<file path="src/rtl/fp_ctrl_pkg.sv">
// Shared types and default sizing for the forward_pass run controller.
package fp_ctrl_pkg;

  localparam int unsigned NMaxDefault  = 8;
  localparam int unsigned AddrWDefault = 12;
  localparam int unsigned TmoWDefault  = 16;

  typedef enum logic [2:0] {
    StIdle,
    StLaunch,
    StWait,
    StFlush,
    StFin
  } state_e;

endpackage

</file>
<file path="src/rtl/fp_tmo_cnt.sv">
// Per-run cycle counter; expired flags the cycle in which the count reaches limit.
module fp_tmo_cnt #(
  parameter int unsigned TMO_W = 16
) (
  input  logic             clk,
  input  logic             rst_n,
  input  logic             clear,
  input  logic             enable,
  input  logic [TMO_W-1:0] limit,
  output logic             expired
);

  logic [TMO_W-1:0] cnt_q;

  always_ff @(posedge clk or negedge rst_n) begin
    if (!rst_n) begin
      cnt_q <= '0;
    end else if (clear) begin
      cnt_q <= '0;
    end else if (enable && (cnt_q != '1)) begin
      cnt_q <= cnt_q + TMO_W'(1);
    end
  end

  // cnt_q counts completed cycles, so limit-1 marks the limit-th cycle of the run.
  assign expired = enable && (limit != '0) && (cnt_q == limit - TMO_W'(1));

endmodule

</file>
<file path="src/rtl/fp_run_ctrl.sv">
// Sequences a batch of forward_pass inferences, collecting class results and
// relocating the image window for each run.
module fp_run_ctrl
  import fp_ctrl_pkg::*;
#(
  parameter int unsigned N_MAX  = NMaxDefault,
  parameter int unsigned ADDR_W = AddrWDefault,
  parameter int unsigned TMO_W  = TmoWDefault
) (
  input  logic               ap_clk,
  input  logic               ap_rst_n,
  input  logic               cmd_start,
  input  logic               cmd_abort,
  input  logic [3:0]         cfg_batch,
  input  logic [ADDR_W-1:0]  cfg_stride,
  input  logic [TMO_W-1:0]   cfg_timeout,
  output logic               fp_ap_start,
  input  logic               fp_ap_ready,
  input  logic               fp_ap_done,
  input  logic [3:0]         fp_ap_return,
  output logic               fp_rst,
  input  logic [ADDR_W-1:0]  fp_addr,
  output logic [ADDR_W-1:0]  mem_addr,
  output logic               busy,
  output logic               done_irq,
  output logic               err_cfg,
  output logic               err_tmo,
  output logic [3:0]         run_idx,
  output logic [4*N_MAX-1:0] results
);

  state_e             state_q, state_d;
  logic [3:0]         batch_q, batch_d;
  logic [ADDR_W-1:0]  stride_q, stride_d;
  logic [TMO_W-1:0]   timeout_q, timeout_d;
  logic [ADDR_W-1:0]  base_q, base_d;
  logic [3:0]         run_idx_q, run_idx_d;
  logic [4*N_MAX-1:0] results_q, results_d;
  logic               err_cfg_q, err_cfg_d;
  logic               err_tmo_q, err_tmo_d;
  logic               flush_cnt_q, flush_cnt_d;
  logic               fp_rst_q;

  logic cfg_ok;
  logic tmo_clear;
  logic tmo_enable;
  logic tmo_expired;

  assign cfg_ok     = (cfg_batch != 4'd0) && ({1'b0, cfg_batch} <= 5'(N_MAX));
  assign tmo_enable = (state_q == StLaunch) || (state_q == StWait);

  fp_tmo_cnt #(
    .TMO_W (TMO_W)
  ) u_tmo_cnt (
    .clk     (ap_clk),
    .rst_n   (ap_rst_n),
    .clear   (tmo_clear),
    .enable  (tmo_enable),
    .limit   (timeout_q),
    .expired (tmo_expired)
  );

  always_comb begin
    state_d     = state_q;
    batch_d     = batch_q;
    stride_d    = stride_q;
    timeout_d   = timeout_q;
    base_d      = base_q;
    run_idx_d   = run_idx_q;
    results_d   = results_q;
    err_cfg_d   = err_cfg_q;
    err_tmo_d   = err_tmo_q;
    flush_cnt_d = flush_cnt_q;
    tmo_clear   = 1'b0;

    unique case (state_q)
      StIdle: begin
        if (cmd_start) begin
          if (cfg_ok) begin
            batch_d   = cfg_batch;
            stride_d  = cfg_stride;
            timeout_d = cfg_timeout;
            base_d    = '0;
            run_idx_d = '0;
            results_d = '0;
            err_cfg_d = 1'b0;
            err_tmo_d = 1'b0;
            tmo_clear = 1'b1;
            state_d   = StLaunch;
          end else begin
            err_cfg_d = 1'b1;
          end
        end
      end
      StLaunch, StWait: begin
        // Abort beats completion, completion beats timeout.
        if (cmd_abort) begin
          flush_cnt_d = 1'b0;
          state_d     = StFlush;
        end else if (fp_ap_done) begin
          for (int unsigned i = 0; i < N_MAX; i++) begin
            if (run_idx_q == 4'(i)) begin
              results_d[4*i +: 4] = fp_ap_return;
            end
          end
          run_idx_d = run_idx_q + 4'd1;
          base_d    = base_q + stride_q;
          if (run_idx_q + 4'd1 == batch_q) begin
            state_d = StFin;
          end else begin
            tmo_clear = 1'b1;
            state_d   = StLaunch;
          end
        end else if (tmo_expired) begin
          err_tmo_d   = 1'b1;
          flush_cnt_d = 1'b0;
          state_d     = StFlush;
        end else if ((state_q == StLaunch) && fp_ap_ready) begin
          state_d = StWait;
        end
      end
      StFlush: begin
        if (flush_cnt_q) begin
          state_d = StIdle;
        end else begin
          flush_cnt_d = 1'b1;
        end
      end
      StFin: begin
        state_d = StIdle;
      end
      default: begin
        state_d = StIdle;
      end
    endcase
  end

  always_ff @(posedge ap_clk or negedge ap_rst_n) begin
    if (!ap_rst_n) begin
      state_q     <= StIdle;
      batch_q     <= '0;
      stride_q    <= '0;
      timeout_q   <= '0;
      base_q      <= '0;
      run_idx_q   <= '0;
      results_q   <= '0;
      err_cfg_q   <= 1'b0;
      err_tmo_q   <= 1'b0;
      flush_cnt_q <= 1'b0;
      fp_rst_q    <= 1'b1;
    end else begin
      state_q     <= state_d;
      batch_q     <= batch_d;
      stride_q    <= stride_d;
      timeout_q   <= timeout_d;
      base_q      <= base_d;
      run_idx_q   <= run_idx_d;
      results_q   <= results_d;
      err_cfg_q   <= err_cfg_d;
      err_tmo_q   <= err_tmo_d;
      flush_cnt_q <= flush_cnt_d;
      fp_rst_q    <= (state_d == StFlush);
    end
  end

  assign fp_ap_start = (state_q == StLaunch);
  assign fp_rst      = fp_rst_q;
  assign mem_addr    = fp_addr + base_q;
  assign busy        = (state_q != StIdle);
  assign done_irq    = (state_q == StFin);
  assign err_cfg     = err_cfg_q;
  assign err_tmo     = err_tmo_q;
  assign run_idx     = run_idx_q;
  assign results     = results_q;

endmodule
</file>
<file path="config.mk">
export PLATFORM = sky130hd
export DESIGN_NAME = fp_run_ctrl
export DESIGN_NICKNAME = d
export VERILOG_FILES = /design/src/rtl/fp_ctrl_pkg.sv /design/src/rtl/fp_tmo_cnt.sv /design/src/rtl/fp_run_ctrl.sv
export SDC_FILE = /design/constraint.sdc
export NUM_CORES = 1
export LEC_CHECK = 0
export ABC_AREA = 1
export BUFFER_PORTS_ARGS = -buffer_cell sky130_fd_sc_hd__buf_2
export CAP_MARGIN = 20
export CELL_PAD_IN_SITES_DETAIL_PLACEMENT = 1
export CELL_PAD_IN_SITES_GLOBAL_PLACEMENT = 2
export CORE_UTILIZATION = 30
export CTS_CLUSTER_SIZE = 8
export DETAILED_ROUTE_END_ITERATION = 8
export PLACE_DENSITY = 0.81
export SYNTH_ARGS = -nofsm -noshare
export SYNTH_HDL_FRONTEND = slang
export SYNTH_SLANG_ARGS = --single-unit
</file>
<file path="constraint.sdc">
create_clock -name ap_clk -period 2.2 [get_ports ap_clk]
set_input_delay 0.44 -clock ap_clk [delete_from_list [all_inputs] [get_ports ap_clk]]
set_output_delay 0.44 -clock ap_clk [all_outputs]
set_load 0.05 [all_outputs]
</file>
==> key figures, run 1 <==
Setup path
  • Buf/Inv on CP: 3
  • Startpoint Class: flop
  • Maximum fanout along the worst path: 2
  • Reg2reg setup slack: 0.10 ns
  • Slowest stage delay, CP: 0.39 ns
  • Arr. time, crit path: 2.43 ns
  • Critical Path RT: 1.76 ns
  • Worst-path cell chain: ha_2 -> inv_2 -> fa_2 -> inv_2 -> a31oi_4 -> o21ai_2 -> a21oi_1 -> nor2_1 -> nor2_2 -> xnor2_4 -> buf_6
  • Crit path max-delay family: compound AO/OA/AOI/OAI gates
  • Top cell by count, worst path: inv_2
  • CP Capture Type: output port
  • CP max stage cell: dfrtp_1
  • Register-to-Register Path Depth: 12
  • Critical R2R Launch: base_q[4]
  • Critical path class: reg2out
  • CP startpoint: base_q[0]
  • Reg-to-reg endpoint: base_q[11]

Yosys
  • Main synth FF type: dfrtp_1
  • YS warnings: 0
  • Post-synth top area share: 0.403
  • Synth cell types: 46
  • Cell with the most instances after synthesis: nand2_1
  • Syn avg cell area: 8.03 µm²
  • Synthesized netlist net count: 874
  • Synth async-reset ratio: 1.00
  • Top cells by area, synth: dfrtp_1 (40%), nand2_1 (12%), ha_1 (5.7%)
  • Top cells by count, synth: nand2_1 (207), dfrtp_1 (102), nor2_1 (82)
  • Sequential element share of the synthesized area: 0.407
  • Yosys reg bits: 103
  • Post-synth EDFFs: 0
  • Synthesized area: 6330 µm²
  • Post-Syn Instances: 789
  • Synth area leader: dfrtp_1

CTS
  • CTS max path bufs: 2
  • Clock latency on the worst-skew pair: 0.36 ns
  • Clk root buf: clkbuf_16
  • CTS sink count: 103
  • Clock transition at the registers of the reported paths: 0.08 ns
  • H-tree depth: 3
  • TritonCTS Buffers: 9
  • TritonCTS clock tree: built
  • Hold_buf cts: 0

Detailed routing
  • DR DRC count: 0
  • DRT antenna net count: 0
  • Vias/cell: 4.72
  • Routed WL: 19.7 mm
  • Pre-antenna DRT Iters: 4
  • DR WL/cell: 15.9 µm
  • Starting DRT DRC Count: 203
  • Via count: 5849

Die
  • Core area: 20500 µm²
  • Die width: 147 µm
  • Die Ht: 147 µm
  • Io pins: 108
  • Std cell rows: 52
  • Initial core utilization: 0.309
  • DIE AREA: 21700 µm²

STA
  • Fin. max-slew vios: 0
  • Hold Fails Final Rpt: 0
  • Highest Clock Rate: 0.349 GHz
  • Worst-margin pin slew: 0.605 ns
  • Tcrit/Tclk final: 1.30
  • Clock Skews: 0.0139 ns
  • Period minus WS final: 2.87 ns
  • Relative slew slack: 0.597
  • Hold Slack: 0.0746 ns
  • RSZ-0062 raised after global routing: true
  • # setup viols final: 10
  • Setup ws final: -0.666 ns

Power and ir drop
  • Internal power: 6.68 mW
  • Switching Share: 0.511
  • Net Sw Power: 6.97 mW
  • Clock share of power: 0.123
  • Pwr/cell area: 1580 nW/µm²
  • Leakage: 4.20 nW
  • IR Drop Worst-Case VDD: 839 µV
  • Overall power: 13.6 mW
  • Logic gate share of total power: 0.636
  • Share of power burned in registers: 0.241

Placed design
  • Pre-CTS setup slack: -0.474 ns
  • RePlAce Congestion: 0.787
  • Post-DP Area: 7790 µm²
  • IO buf count: 107
  • DP HPWL: 15.0 mm

Cells and area
  • Final Core Density: 0.421
  • Layout cell share with drive strength beyond 1: 0.342
  • Nets: 1049
  • Finished Cell Area: 8630 µm²
  • Fill count: 2488
  • Synth-to-Final Area Change: 36.4%

GRT
  • Global Route met3 Usage: 0.0360
  • Met1 Track Usage GR: 0.245
  • Grt ovf: 0
  • Initial antenna violation count: 1
  • GRT Overall Usage: 0.184
  • Largest net degree at the start of global routing: 45
  • Met2 usage: 0.305
  • GRT Max-Usage Layer: met2
  • Vias in the first global route: 6143
  • Global-route wire length before repair: 31.4 mm

Flow run
  • Max_cap viols: 0

Hold path
  • Worst hold path type: in2async

Status
  • Violated checks: negative setup slack
  • Status: finished, violations left
final cells by class:
class	count	area (µm²)	area share
antenna	1	2.50	0.000290
timing repair buffer	175	1160	0.135
multi-input combinational	597	3930	0.455
tap	270	338	0.0391
clock inverter	7	93.8	0.0109
sequential	103	2580	0.299
clock buffer	9	225	0.0261
inverter	78	299	0.0346
cells by family (layout without fill, tap and decap cells):
logic type | count (synthesis) | count (layout) | synth area share
flip-flops | 103 | 103 | 0.407
AO/OA/AOI/OAI | 122 | 122 | 0.103
adder cells (fa/ha/maj) | 31 | 31 | 0.0636
XOR/XNOR | 38 | 38 | 0.0537
buffers and inverters | 89 | 269 | 0.0616
AND/OR/NAND/NOR | 384 | 384 | 0.269
other | 0 | 1 | 0
multiplexers | 22 | 22 | 0.0421
cell usage in the layout, fill, tap and decap left out, drive strengths merged, types with 3 or more instances in the layout:
cell	count
clkbuf	10
nand3b	7
inv	80
nor2	90
clkinv	5
dfrtp	102
buf	174
o2111ai	3
nand4	5
nor3	12
o21ai	66
nand3	39
ha	29
nand2	225
xor2	27
a21oi	40
mux2	22
o22ai	3
xnor2	11
how the worst max path moves through the flow:
stage | to | slack (ns) | cells past startpoint
floorplan | mem_addr[8] | -0.26 | 10
global placement | mem_addr[8] | -0.42 | 12
detailed placement | mem_addr[8] | -0.47 | 12
CTS | mem_addr[8] | -0.51 | 11
global route | mem_addr[8] | -0.72 | 11
finish | mem_addr[8] | -0.67 | 11
flip-flops by register name (all words and copies together) (netlist names):
signal           flops
base_q              12
batch_q              4
err_cfg              1
err_tmo              1
flush_cnt_q          1
fp_rst               1
results             32
run_idx              4
state_q              3
stride_q            12
timeout_q           16
u_tmo_cnt.cnt_q     16
power by group through the flow:
stage	sequential (mW)	clock (mW)	combinational (mW)
3_5_place_dp	3.31	0	7.75
2_1_floorplan	4.12	0	4.72
3_3_place_gp	3.29	0	7.61
4_1_cts	3.29	1.74	8.26
5_1_grt	3.41	1.79	9.46
6_report	3.29	1.68	8.68
per-stage QoR:
stage,std cells,TNS (ns)
floorplan,789,-0.504
global placement,1212,-1.60
detailed placement,1212,-1.86
CTS,1233,-2.94
global route,1239,-4.01
finish,1240,-3.24
worst register-to-register path: cells and delay by family (launching register included):
family,cells,cell delay (ns)
AOI/OAI and AO/OA,4,0.55
DFF,1,0.43
and+or+nand+nor,4,0.37
buffers and inverters,3,0.34
adders and majority gates,1,0.28
repair_timing:
item	CTS	global route
setup buffers	7	9
endpoints found under the setup margin	11	23
pin swaps	14	27
endpoints found under the hold margin	0	0
gates resized for setup	51	54
metal layers:
| metal | up-vias | share of wire |
|---|---|---|
| met5 | - | 0 |
| met4 | 0 | 0.016 |
| met3 | 18 | 0.040 |
| met2 | 104 | 0.47 |
| met1 | 2808 | 0.47 |
| li1 | 2919 | - |
No activity file was read; power rests on OpenSTA's default activity.
==> run 2: changes to the inputs <==
Settings changed: SETUP_SLACK_MARGIN from default to 0.02.
==> run 2 against run 1 <==
The run still ends with negative setup slack left. Fmax increased by 7.1%. Combinational power increased by 1%. Count of clock-buffer cells in the layout unchanged. Clock skew increased by 0.00099 ns. Design area increased by 0.68%. First-iteration DRC count decreased by 1.5%. Global-route usage decreased by 0.059 points. Highest routed layer unchanged. Setup slack improved by 0.19 ns. Critical path depth unchanged.
==> key figures, run 2 (synthesized netlist as in run 1, its figures left out) <==
Setup path
  • Critical path endpoint: mem_addr[8]
  • Reg2reg setup slack: 0.14 ns (+0.04 ns)
  • Critical Path RT: 1.76 ns (about the same)
  • Maximum fanout along the worst path: 2 (unchanged)
  • Critical Path Stages: 11 (unchanged)
  • CP Capture Type: output port
  • Reg-to-reg endpoint: base_q[8]
  • Worst-path cell chain: ha_4 -> inv_2 -> fa_2 -> inv_2 -> a31oi_4 -> o21ai_2 -> a21oi_2 -> nor2_1 -> nor2_2 -> xnor2_4 -> buf_6
  • Crit path max-delay family: adder cells
  • Buf/Inv on CP: 3 (unchanged)
  • Arr. time, crit path: 2.24 ns (-0.19 ns)
  • Top cell by count, worst path: inv_2
  • Startpoint Class: flop
  • Critical path class: reg2out
  • CP max stage cell: dfrtp_1
  • Critical R2R Launch: base_q[3]
  • Slowest stage delay, CP: 0.41 ns (+0.02 ns)
  • CP startpoint: base_q[0]
  • Register-to-Register Path Depth: 10 (-2)

STA
  • Clock Skews: 0.0149 ns (+0.000995 ns)
  • Hold Fails Final Rpt: 0 (unchanged)
  • Relative slew slack: 0.705 (+0.108)
  • Hold Slack: 0.0142 ns (-0.0604 ns)
  • Setup ws final: -0.476 ns (+0.190 ns)
  • Tcrit/Tclk final: 1.22 (-0.0865)
  • Period minus WS final: 2.68 ns (-0.190 ns)
  • Fin. max-slew vios: 0 (unchanged)
  • # setup viols final: 10 (unchanged)
  • RSZ-0062 raised after global routing: true
  • Worst-margin pin slew: 0.443 ns (-0.162 ns)
  • Setup TNS: -2.78 ns (+0.456 ns)
  • Highest Clock Rate: 0.374 GHz (+7.1%)

CTS
  • Clk root buf: clkbuf_16
  • TritonCTS clock tree: built
  • TritonCTS Buffers: 9 (unchanged)
  • Clock transition at the registers of the reported paths: 0.08 ns (about the same)
  • CTS sink count: 103 (unchanged)
  • H-tree depth: 3 (unchanged)
  • Clock latency on the worst-skew pair: 0.36 ns (about the same)
  • CTS max path bufs: 2 (unchanged)
  • Hold_buf cts: 0 (unchanged)

Cells and area
  • Max reg flops: 32 (unchanged)
  • Synth-to-Final Area Change: 37.3%
  • Commonest non-fill, non-tap cells in the layout: nand2_1 (196), dfrtp_1 (95), buf_2 (95)
  • Layout cell share with drive strength beyond 1: 0.360 (+0.0182)
  • Nets: 1050 (+0.095%)
  • Commonest non-fill, non-tap cell in the layout: nand2_1

Detailed routing
  • Vias/cell: 4.71 (about the same)
  • DRT antenna net count: 0 (unchanged)
  • Via count: 5855 (+0.10%)
  • Starting DRT DRC Count: 200 (-1.5%)
  • DR WL/cell: 15.5 µm (-2.9%)
  • Routed WL: 19.2 mm (-2.7%)
  • Pre-antenna DRT Iters: 4 (unchanged)
  • DR DRC count: 0 (unchanged)

GRT
  • Grt ovf: 0 (unchanged)
  • Global-route wire length before repair: 31.3 mm (-0.48%)
  • GRT Overall Usage: 0.183 (-0.000585)
  • Initial antenna violation count: 1 (unchanged)
  • Vias in the first global route: 6023 (-2.0%)
  • Largest net degree at the start of global routing: 40 (-11%)

Die
  • Core area: 20500 µm² (unchanged)
  • Die width: 147 µm (unchanged)
  • Initial core utilization: 0.309 (unchanged)
  • Std cell rows: 52 (unchanged)
  • Io pins: 108 (unchanged)
  • Die Ht: 147 µm (unchanged)
  • DIE AREA: 21700 µm² (unchanged)

Placed design
  • IO buf count: 107 (unchanged)
  • RePlAce Congestion: 0.789 (+0.32%)
  • DP HPWL: 14.9 mm (-1.0%)

Status
  • Violated checks: negative setup slack
  • Status: finished, violations left

Power and ir drop
  • Pwr/cell area: 1590 nW/µm² (+0.31%)
  • IR Drop Worst-Case VDD: 815 µV (-3.0%)
  • Leakage: 4.19 nW (-0.45%)
  • Overall power: 13.8 mW (+0.99%)

Flow run
  • Max_cap viols: 0 (unchanged)

Hold path
  • Worst hold path type: in2async
## run 2: cell types whose count changed in the layout (fill, tap and decap cells not counted), moves of 4 or more
cell,change
nor2_2,+6
buf_4,+5
dfrtp_1,-5
dfrtp_2,+5
nor2_1,-4
## run 2: repair_timing
item / CTS / global route
gates resized for setup: 34 / 89
setup endpoints to repair: 11 / 26
pin swaps: 7 / 34
buffers inserted: 5 / 14
## run 2: cell type report
type / instances / area, µm²
Clock buffer: 9 / 225
Clock inverter: 7 / 93.8
Antenna cell: 2 / 5.00
Timing Repair Buffer: 176 / 1160
Sequential cell: 103 / 2590
Tap cell: 270 / 338
Fill cell: 2468 / 11800
Inverter: 78 / 302
Multi-Input combinational cell: 597 / 3980
## run 2: worst min path at each step
stage / to / slack, ns / from
floorplan: base_q[0] / 0.14 / ap_rst_n
finish: u_tmo_cnt.cnt_q[3] / 0.01 / ap_rst_n
detailed placement: u_tmo_cnt.cnt_q[3] / 0.42 / ap_rst_n
CTS: run_idx[3] / 0.02 / ap_rst_n
global placement: u_tmo_cnt.cnt_q[3] / 0.41 / ap_rst_n
global route: run_idx[3] / 0.04 / ap_rst_n
## run 2: per-stage QoR
step	setup slack [ns]	utilization	cell area, µm²	instances
after global routing	-0.626	0.424	8690	1240
after floorplan	-0.257	-	6550	789
after global placement	-0.426	0.379	7770	1210
final	-0.476	0.424	8690	1242
after CTS	-0.474	0.403	8250	1230
after detailed placement	-0.489	0.379	7770	1210
## run 2: per-layer routing
metal  vias to the layer above  global-route usage  share of wire
li1                       2931                   -              -
met1                      2797               0.248           0.48
met2                       103               0.296           0.46
met3                        24              0.0373          0.040
met4                         0              0.0485          0.018
met5                         -                   0              0
## run 2: report_power, final
group | leakage, nW | internal (mW) | switching, mW
logic | 2.74 | 3.32 | 5.46
clock network | 0.154 | 0.825 | 0.860
registers | 1.29 | 2.64 | 0.680
